$ cat src/rtl/gcd_scheduler.sv
// Round-robin front end sharing one external GCD engine among NumReq requesters.
// Optional WAIT timeout when GCD_SCHED_TIMEOUT_EN is defined.
module gcd_scheduler #(
    parameter int BusSize    = 8,
    parameter int NumReq     = 4,
    parameter int LoadCyc    = 2,
    parameter int TimeoutCyc = 1024
) (
    input  logic                      clk_in,
    input  logic                      rst_n_in,
    input  logic [NumReq-1:0]         req_in,
    input  logic [NumReq*BusSize-1:0] a_in,
    input  logic [NumReq*BusSize-1:0] b_in,
    output logic [NumReq-1:0]         gnt_out,
    output logic [NumReq-1:0]         rsp_valid_out,
    output logic [BusSize-1:0]        rsp_data_out,
    output logic                      rsp_err_out,
    output logic                      busy_out,
    output logic [BusSize-1:0]        eng_a_out,
    output logic [BusSize-1:0]        eng_b_out,
    output logic                      eng_go_out,
    input  logic                      eng_done_in,
    input  logic [BusSize-1:0]        eng_result_in
);

    // state  | meaning
    // IDLE   | arbitrate among req_in, latch winner operands
    // ISSUE  | engine go held, done masked for LoadCyc cycles
    // WAIT   | engine go held, waiting for done (or timeout)
    // RESP   | one-cycle response pulse to the granted requester

    localparam int IdW    = $clog2(NumReq);
    localparam int CntMax = (LoadCyc > TimeoutCyc) ? LoadCyc : TimeoutCyc;
    localparam int CntW   = $clog2(CntMax + 1);

    typedef enum logic [1:0] {S_IDLE, S_ISSUE, S_WAIT, S_RESP} state_t;

    state_t               state_q, state_nxt;
    logic [IdW-1:0]       rr_ptr_q, rr_ptr_nxt, win;
    logic [IdW:0]         idx_sum;
    logic [CntW-1:0]      cnt_q, cnt_nxt;
    logic [NumReq-1:0]    gnt_nxt, rsp_valid_nxt;
    logic [BusSize-1:0]   rsp_data_nxt, eng_a_nxt, eng_b_nxt;
    logic                 rsp_err_nxt, busy_nxt, eng_go_nxt;

    // First requesting index after rr_ptr; scanning downward leaves the nearest one.
    always_comb begin
        win     = rr_ptr_q;
        idx_sum = '0;
        for (int i = NumReq; i >= 1; i--) begin
            idx_sum = {1'b0, rr_ptr_q} + (IdW+1)'(i);
            if (idx_sum >= (IdW+1)'(NumReq)) begin
                idx_sum = idx_sum - (IdW+1)'(NumReq);
            end
            if (req_in[idx_sum[IdW-1:0]]) begin
                win = idx_sum[IdW-1:0];
            end
        end
    end

    // rr_ptr doubles as the id of the job in flight: it always equals the last winner.
    always_comb begin
        state_nxt     = state_q;
        rr_ptr_nxt    = rr_ptr_q;
        cnt_nxt       = cnt_q;
        gnt_nxt       = '0;
        rsp_valid_nxt = '0;
        rsp_data_nxt  = rsp_data_out;
        rsp_err_nxt   = rsp_err_out;
        eng_a_nxt     = eng_a_out;
        eng_b_nxt     = eng_b_out;

        case (state_q)
            S_IDLE: begin
                if (|req_in) begin
                    state_nxt  = S_ISSUE;
                    rr_ptr_nxt = win;
                    gnt_nxt    = NumReq'(1) << win;
                    eng_a_nxt  = BusSize'(a_in >> (int'(win) * BusSize));
                    eng_b_nxt  = BusSize'(b_in >> (int'(win) * BusSize));
                    cnt_nxt    = CntW'(LoadCyc - 1);
                end
            end
            S_ISSUE: begin
                if (cnt_q == '0) begin
                    state_nxt = S_WAIT;
`ifdef GCD_SCHED_TIMEOUT_EN
                    cnt_nxt   = CntW'(TimeoutCyc - 1);
`endif
                end else begin
                    cnt_nxt = cnt_q - CntW'(1);
                end
            end
            S_WAIT: begin
                if (eng_done_in) begin
                    state_nxt     = S_RESP;
                    rsp_data_nxt  = eng_result_in;
                    rsp_err_nxt   = 1'b0;
                    rsp_valid_nxt = NumReq'(1) << rr_ptr_q;
                end
`ifdef GCD_SCHED_TIMEOUT_EN
                else if (cnt_q == '0) begin
                    state_nxt     = S_RESP;
                    rsp_data_nxt  = '0;
                    rsp_err_nxt   = 1'b1;
                    rsp_valid_nxt = NumReq'(1) << rr_ptr_q;
                end else begin
                    cnt_nxt = cnt_q - CntW'(1);
                end
`endif
            end
            S_RESP: begin
                state_nxt = S_IDLE;
            end
            default: begin
                state_nxt = S_IDLE;
            end
        endcase

        eng_go_nxt = (state_nxt == S_ISSUE) || (state_nxt == S_WAIT);
        busy_nxt   = (state_nxt != S_IDLE);
    end

    always_ff @(posedge clk_in) begin
        if (!rst_n_in) begin
            state_q       <= S_IDLE;
            rr_ptr_q      <= IdW'(NumReq - 1);
            cnt_q         <= '0;
            gnt_out       <= '0;
            rsp_valid_out <= '0;
            rsp_data_out  <= '0;
            rsp_err_out   <= 1'b0;
            busy_out      <= 1'b0;
            eng_a_out     <= '0;
            eng_b_out     <= '0;
            eng_go_out    <= 1'b0;
        end else begin
            state_q       <= state_nxt;
            rr_ptr_q      <= rr_ptr_nxt;
            cnt_q         <= cnt_nxt;
            gnt_out       <= gnt_nxt;
            rsp_valid_out <= rsp_valid_nxt;
            rsp_data_out  <= rsp_data_nxt;
            rsp_err_out   <= rsp_err_nxt;
            busy_out      <= busy_nxt;
            eng_a_out     <= eng_a_nxt;
            eng_b_out     <= eng_b_nxt;
            eng_go_out    <= eng_go_nxt;
        end
    end

endmodule

$ cat config.mk
export PLATFORM = sky130hd
export DESIGN_NAME = gcd_scheduler
export DESIGN_NICKNAME = d
export VERILOG_FILES = /design/src/rtl/gcd_scheduler.sv
export SDC_FILE = /design/constraint.sdc
export NUM_CORES = 1
export LEC_CHECK = 0
export ABC_AREA = 1
export ABC_CLOCK_PERIOD_IN_PS = 3550
export CAP_MARGIN = 20
export CORE_MARGIN = 5
export CORE_UTILIZATION = 40
export DETAILED_ROUTE_END_ITERATION = 8
export PLACE_DENSITY = 0.83
export SYNTH_ARGS = -nofsm -noshare
export SYNTH_HDL_FRONTEND = slang
export SYNTH_SLANG_ARGS = --single-unit
$ cat constraint.sdc
create_clock -name clk_in -period 3.55 [get_ports clk_in]
set_input_delay 0.71 -clock clk_in [delete_from_list [all_inputs] [get_ports clk_in]]
set_output_delay 0.71 -clock clk_in [all_outputs]
set_load 0.02 [all_outputs]
; ---- Word level (Yosys, flattened, before mapping)
; Cells that the tools add are included.
[op_classes]
n_lt_le_gt_ge = 8
multipliers = 0
bitwise = 0
n_reduce_logical = 11
n_mux = 23
n_eq_ne = 7
n_shift = 4
addsub = 9
n_div = 0
[op_table]
columns = cell, count
row1 = $shr A32 B5 Y8, 2
row2 = $mux W11, 2
row3 = $mux W2, 11
row4 = $pmux W11 S2, 1
row5 = $ge A3 B3 Y1 const B, 4
row6 = $lt A2 B3 Y1 const B, 4
row7 = $logic_not A11 Y1, 1
row8 = $sub A11 B1 Y11 const B, 1
row9 = $reduce_and A3 Y1, 3
row10 = $bmux W1 S2, 4
row11 = $pmux W2 S4, 1
row12 = $shl A1 B2 Y4 const A, 2
row13 = $sub A2 B1 Y2 const B, 4
row14 = $add A2 B2 Y3 const B, 2
row15 = $eq A2 B2 Y1 const B, 3
row16 = $eq A2 B1 Y1 const B, 2
row17 = $mux W1, 4
row18 = $ne A2 B2 Y1 const B, 2
row19 = $reduce_and A2 Y1, 2
row20 = $reduce_bool A2 Y1, 2
row21 = $reduce_or A4 Y1, 1
row22 = $add A2 B1 Y3 const B, 1
row23 = $add A2 B3 Y3 const B, 1
row24 = $logic_not A2 Y1, 1
row25 = $logic_or A1 B1 Y1, 1
[word_totals]
mem_count = 0
output_inout_bits = 35
mem_bits_ro = 0
ram_bits = 0
reg_bits = 49
latchBits = 0
in_bits = 79
elab_cells = 72

; ---- Depth between registers and ports, before layout
[logic_depth]
ltp_word = 10
mapped_depth = 15

; ---- Least setup slack after synthesis
; No wires, ideal clock.
[synth_timing]
path_type = in2reg
from = in req_in[0]
to = reg rr_ptr_q[0]
t_required_ps = 3415
arrival_ps = 1654
path_stages = 6
setup_time_ps = 135
setup_slack_ps = 1761
n_path_buf = 1
cell_sequence = nor2_1 > nand2_1 > nand3_1 > nor2_1 > clkbuf_1 > a22oi_1
[synth_between]
elab_chain_cells = 6
elab_cells_between_ends = 14
classes_between = mux (12) / reduce/logical (2)
[synth_rtl]
columns = item, line
row1 = "start, declared", 11  ; input logic [NumReq-1:0] req_in,
row2 = $bmux W1 S2, 55  ; if (req_in[idx_sum[IdW-1:0]]) begin
row3 = $mux W1 (not written as such), 55
row4 = $mux W2 (4 in a row), 55
row5 = "end signal, assigned", 127  ; rr_ptr_q <= IdW'(NumReq - 1);
row6 = "end signal, assigned", 139  ; rr_ptr_q <= rr_ptr_nxt;
row7 = "end, declared", 39  ; logic [IdW-1:0] rr_ptr_q, rr_ptr_nxt, win;
; Parallel ways exist; a longest one is shown, timed or not. The select of a mux whose other input is x is not followed.
; A chain may end at the register's enable or synchronous reset.

; ---- Final worst setup path
[layout_timing]
from = in req_in[3]
to = reg eng_b_out[2]
[layout_between]
elab_chain_cells = 7
elab_cells_between_ends = 15
classes_between = shift (1) / mux (12) / reduce/logical (2)
[layout_rtl]
columns = item, line
row1 = $bmux W1 S2, 55
row2 = $mux W1 (not written as such), 55
row3 = $mux W2 (4 in a row), 55
row4 = $shr A32 B5 Y8, 80  ; eng_b_nxt = BusSize'(b_in >> (int'(win) * BusSize));
row5 = "end signal, assigned", 147  ; eng_b_out <= eng_b_nxt;
row6 = "end, declared", 20  ; output logic [BusSize-1:0] eng_b_out,
; Parallel ways exist; a longest one is shown, timed or not. The select of a mux whose other input is x is not followed.

==> metrics.md <==
| Metric | Value |
|---|---|
| Initial Util | `40.6%` |
| Vias in the first global route | `2713` |
| Initial antenna violation count | `0` |
| WP data arrival | `2.74 ns` |
| Wirelength per Cell | `12.6 um` |
| First-pass GRT wire length | `11600 um` |
| Post-synthesis area per instance | `6.56 um2` |
| Period utilization | `70.1%` |
| Gr usage total | `18.1%` |
| Hold EP | `eng_a_out[4]` |
| WP buf/inv | `1` |
| GRT overflow | `0` |
| Top-area cell type share of the netlist area | `38.7%` |
| Seq/Total Area, Yosys | `38.7%` |
| Top delay family on crit path | `simple AND/OR/NAND/NOR gates` |
| CP max FO | `35` |
| Outcome | `finished clean` |
| Max-slew violation count | `0` |
| Reg2reg path depth | `12` |
| Ys async rst share | `0%` |
| DR iter-0 viols | `140` |
| Core Region | `6240 um2` |
| RSZ-0062 raised after global routing | `no` |
| Number of synthesized flops with an enable pin | `0` |
| Final #Nets | `570` |
| CP max stage delay | `0.44 ns` |
| Setup CP Type | `in2reg` |
| Routed vias/inst | `4.97` |
| Clock skew | `0.00712 ns` |
| Die extent in y | `89.6 um` |
| Number of cells on the critical path | `12` |
| Yosys warning count | `0` |
| Post-route ant nets | `0` |
| Worst R2R Start | `rr_ptr_q[0]` |
| Maxcap violations | `0` |
| Antenna cell count | `0` |
| Pre-antenna DRT Iters | `5` |
| Setup repair bufs after CTS | `0` |
| Num ports | `114` |
| Die area | `8030 um2` |
| Routed wire length | `7170 um` |
| # rows | `29` |
| Most frequent cell after synthesis | `nand2_1` |
| Peak supply drop | `0.000431 V` |
| Clk Latency, worst-skew pair | `0.30 ns` |
| Hold path depth | `2` |
| Vias after detailed routing | `2816` |
| WP data required | `3.80 ns` |
| Synth cell types | `27` |
| Crit path capture type | `flop` |
| Setup TNS | `0 ns` |
| Final setup fails | `0` |
| Placed Area | `3650 um2` |
| Met3 WL post-DR | `729 um` |
| Syn Inst Count | `386` |
| Most frequent CP cell | `nand2_1` |
| Hold Crit Start | `eng_a_out[4]` |
| Static Leak | `1.65 nW` |
| Pin count of the biggest net entering global routing | `36` |
| Syn-to-layout area delta | `48.5%` |
| Post-route cell area | `3760 um2` |
| Number of synthesized register bits | `49` |
| Maximum root-to-sink buffer count | `2` |
| Share of cells above drive strength 1 | `5.51%` |
| Port Buf Inserts | `112` |
| TritonCTS buffer count | `5` |
| Pwr/cell area | `868 nW/um2` |
| Max Clock Freq | `0.402 GHz` |
| Mapped Area | `2530 um2` |
| H-tree Lvls | `2` |
| Tightest Hold Check Type | `reg2reg` |
| CTS Root Cell | `clkbuf_8` |
| Hold-fix buffer count after cts | `0` |
| Crit-path cells | `clkdlybuf4s50_1 > nand2_1 > nand2_1 > nand2_1 > nand2_1 > nand2_2 > nand3_4 > nand2_4 > nand2_1 > nand3_1 > nand3_1 > nand2_1` |
| Reg2Reg Setup Slack | `1.19 ns` |
| Slowest CP cell | `clkdlybuf4s50_1` |
| Most frequent cells after synthesis | `nand2_1, nand3_1, dfxtp_1` |
| Top cell type by total area after synthesis | `dfxtp_1` |
| Final min period | `2.49 ns` |
| Top layer reached by signal wires | `met4` |
| Clock transition at path regs | `0.09 ns` |
| Die Width | `89.6 um` |
| Post-Syn Nets | `467` |
| Routability cong. | `0.952` |
| Startpoint Class | `input pin` |
| Reg2reg end | `eng_b_out[2]` |
| CTS tree | `yes` |
| WL met1 | `2950 um` |
| CTS resizes | `0` |
| Dominant synthesized flop cell | `dfxtp_1` |
| Residual DRC | `0` |
| Detailed-placement wirelength estimate | `5400 um` |
| Clock sink total | `49` |
| Final hold vios | `0` |
| Top post-synthesis cells by area | `dfxtp_1, nand2_1, nand3_1` |
| Met2 wire length | `3400 um` |
| Fillers | `604` |
-- cell usage in the layout (no fill, tap or decap) --
master           count
a21oi_1             15
o21a_1               2
a22oi_1              1
bufinv_16            1
clkdlybuf4s50_1    112
o21bai_1             1
ha_1                 2
o22ai_1              1
a21boi_0             1
clkbuf_8             5
inv_2                5
nand4_1              1
and2_1               1
clkinv_4             1
buf_4                2
dfxtp_1             49
conb_1               1
nand2_4              2
nand3_1             91
inv_4                1
nor2_1              28
inv_1               23
nor3_1               4
nand3_4              1
clkinvlp_4           1
nand2_1            127
o21ai_0              3
nor2_2               1
nand2_2              7
-- power breakdown --
| group | total, W | leakage [nW] | switching (W) | internal (W) |
|---|---|---|---|---|
| Clock | 0.000400 | 0.0543 | 0.000189 | 0.000211 |
| Sequential | 0.000847 | 0.402 | 0.000113 | 0.000734 |
| Combinational | 0.00202 | 1.19 | 0.00127 | 0.000742 |
| Total | 0.00326 | 1.65 | 0.00158 | 0.00169 |
-- worst register-to-register path, stage by stage, from the launching register on --
cell     delay, ns
dfxtp_1       0.60
inv_4         0.12
nand2_1       0.10
nand2_1       0.09
nand2_1       0.10
nand2_1       0.07
nand2_2       0.10
nand3_4       0.30
nand2_4       0.45
nand2_1       0.13
nand3_1       0.10
nand3_1       0.10
nand2_1       0.07
-- through the flow --
step | hold WS (ns) | instances | setup slack (ns) | total power, W | utilization [%]
2_1_floorplan | 0.439 | 386 | 1.76 | 0.00240 | -
3_3_place_gp | 0.436 | 559 | 0.875 | 0.00281 | 58.4
3_5_place_dp | 0.444 | 559 | 0.764 | 0.00287 | 58.4
4_1_cts | 0.461 | 567 | 1.09 | 0.00328 | 60.3
5_1_grt | 0.487 | 567 | 0.868 | 0.00359 | 60.3
6_report | 0.456 | 567 | 1.06 | 0.00326 | 60.3
-- cell type report --
cell class                 count  area [um2]  share of cell area (%)
multi-input combinational    290        1320                    35.2
timing repair buffer         114        1140                    30.2
sequential                    49         981                    26.1
inverter                      29         111                    2.96
tap                           77        96.3                    2.56
clock buffer                   5        68.8                    1.83
clock inverter                 3        46.3                    1.23
-- state kept, by name, summed over array words and instances, names as in the netlist, 2 cells and up --
name           cells
eng_a_out          8
rsp_data_out       8
gnt_out            4
rr_ptr_q           2
cnt_q             11
eng_b_out          8
state_q            2
rsp_valid_out      4
-- routing by layer --
metal / vias to the layer above / GRT usage (%)
met3: 12 / 5.66
li1: 1445 / -
met5: - / 0
met2: 114 / 29.7
met1: 1245 / 22.3
met4: 0 / 6.36
-- logic make-up after synthesis --
logic type               count (synthesis)  share of synthesized area, %
AND/OR/NAND/NOR                        263                          45.8
other                                    1                         0.148
adder cells (fa/ha/maj)                  2                         0.987
buffers and inverters                   47                          9.09
AO/OA/AOI/OAI                           24                          5.28
flip-flops                              49                          38.7
-- how the worst max path moves through the flow --
| stage | from | end | slack, ns |
|---|---|---|---|
| 6_report | req_in[3] | eng_b_out[2] | 1.06 |
| 5_1_grt | req_in[3] | eng_a_out[1] | 0.87 |
| 4_1_cts | req_in[3] | eng_b_out[2] | 1.09 |
| 3_5_place_dp | req_in[3] | eng_b_out[2] | 0.76 |
| 3_3_place_gp | req_in[0] | eng_a_out[1] | 0.87 |
| 2_1_floorplan | req_in[0] | rr_ptr_q[0] | 1.76 |
No activity file was read; power rests on OpenSTA's default activity.
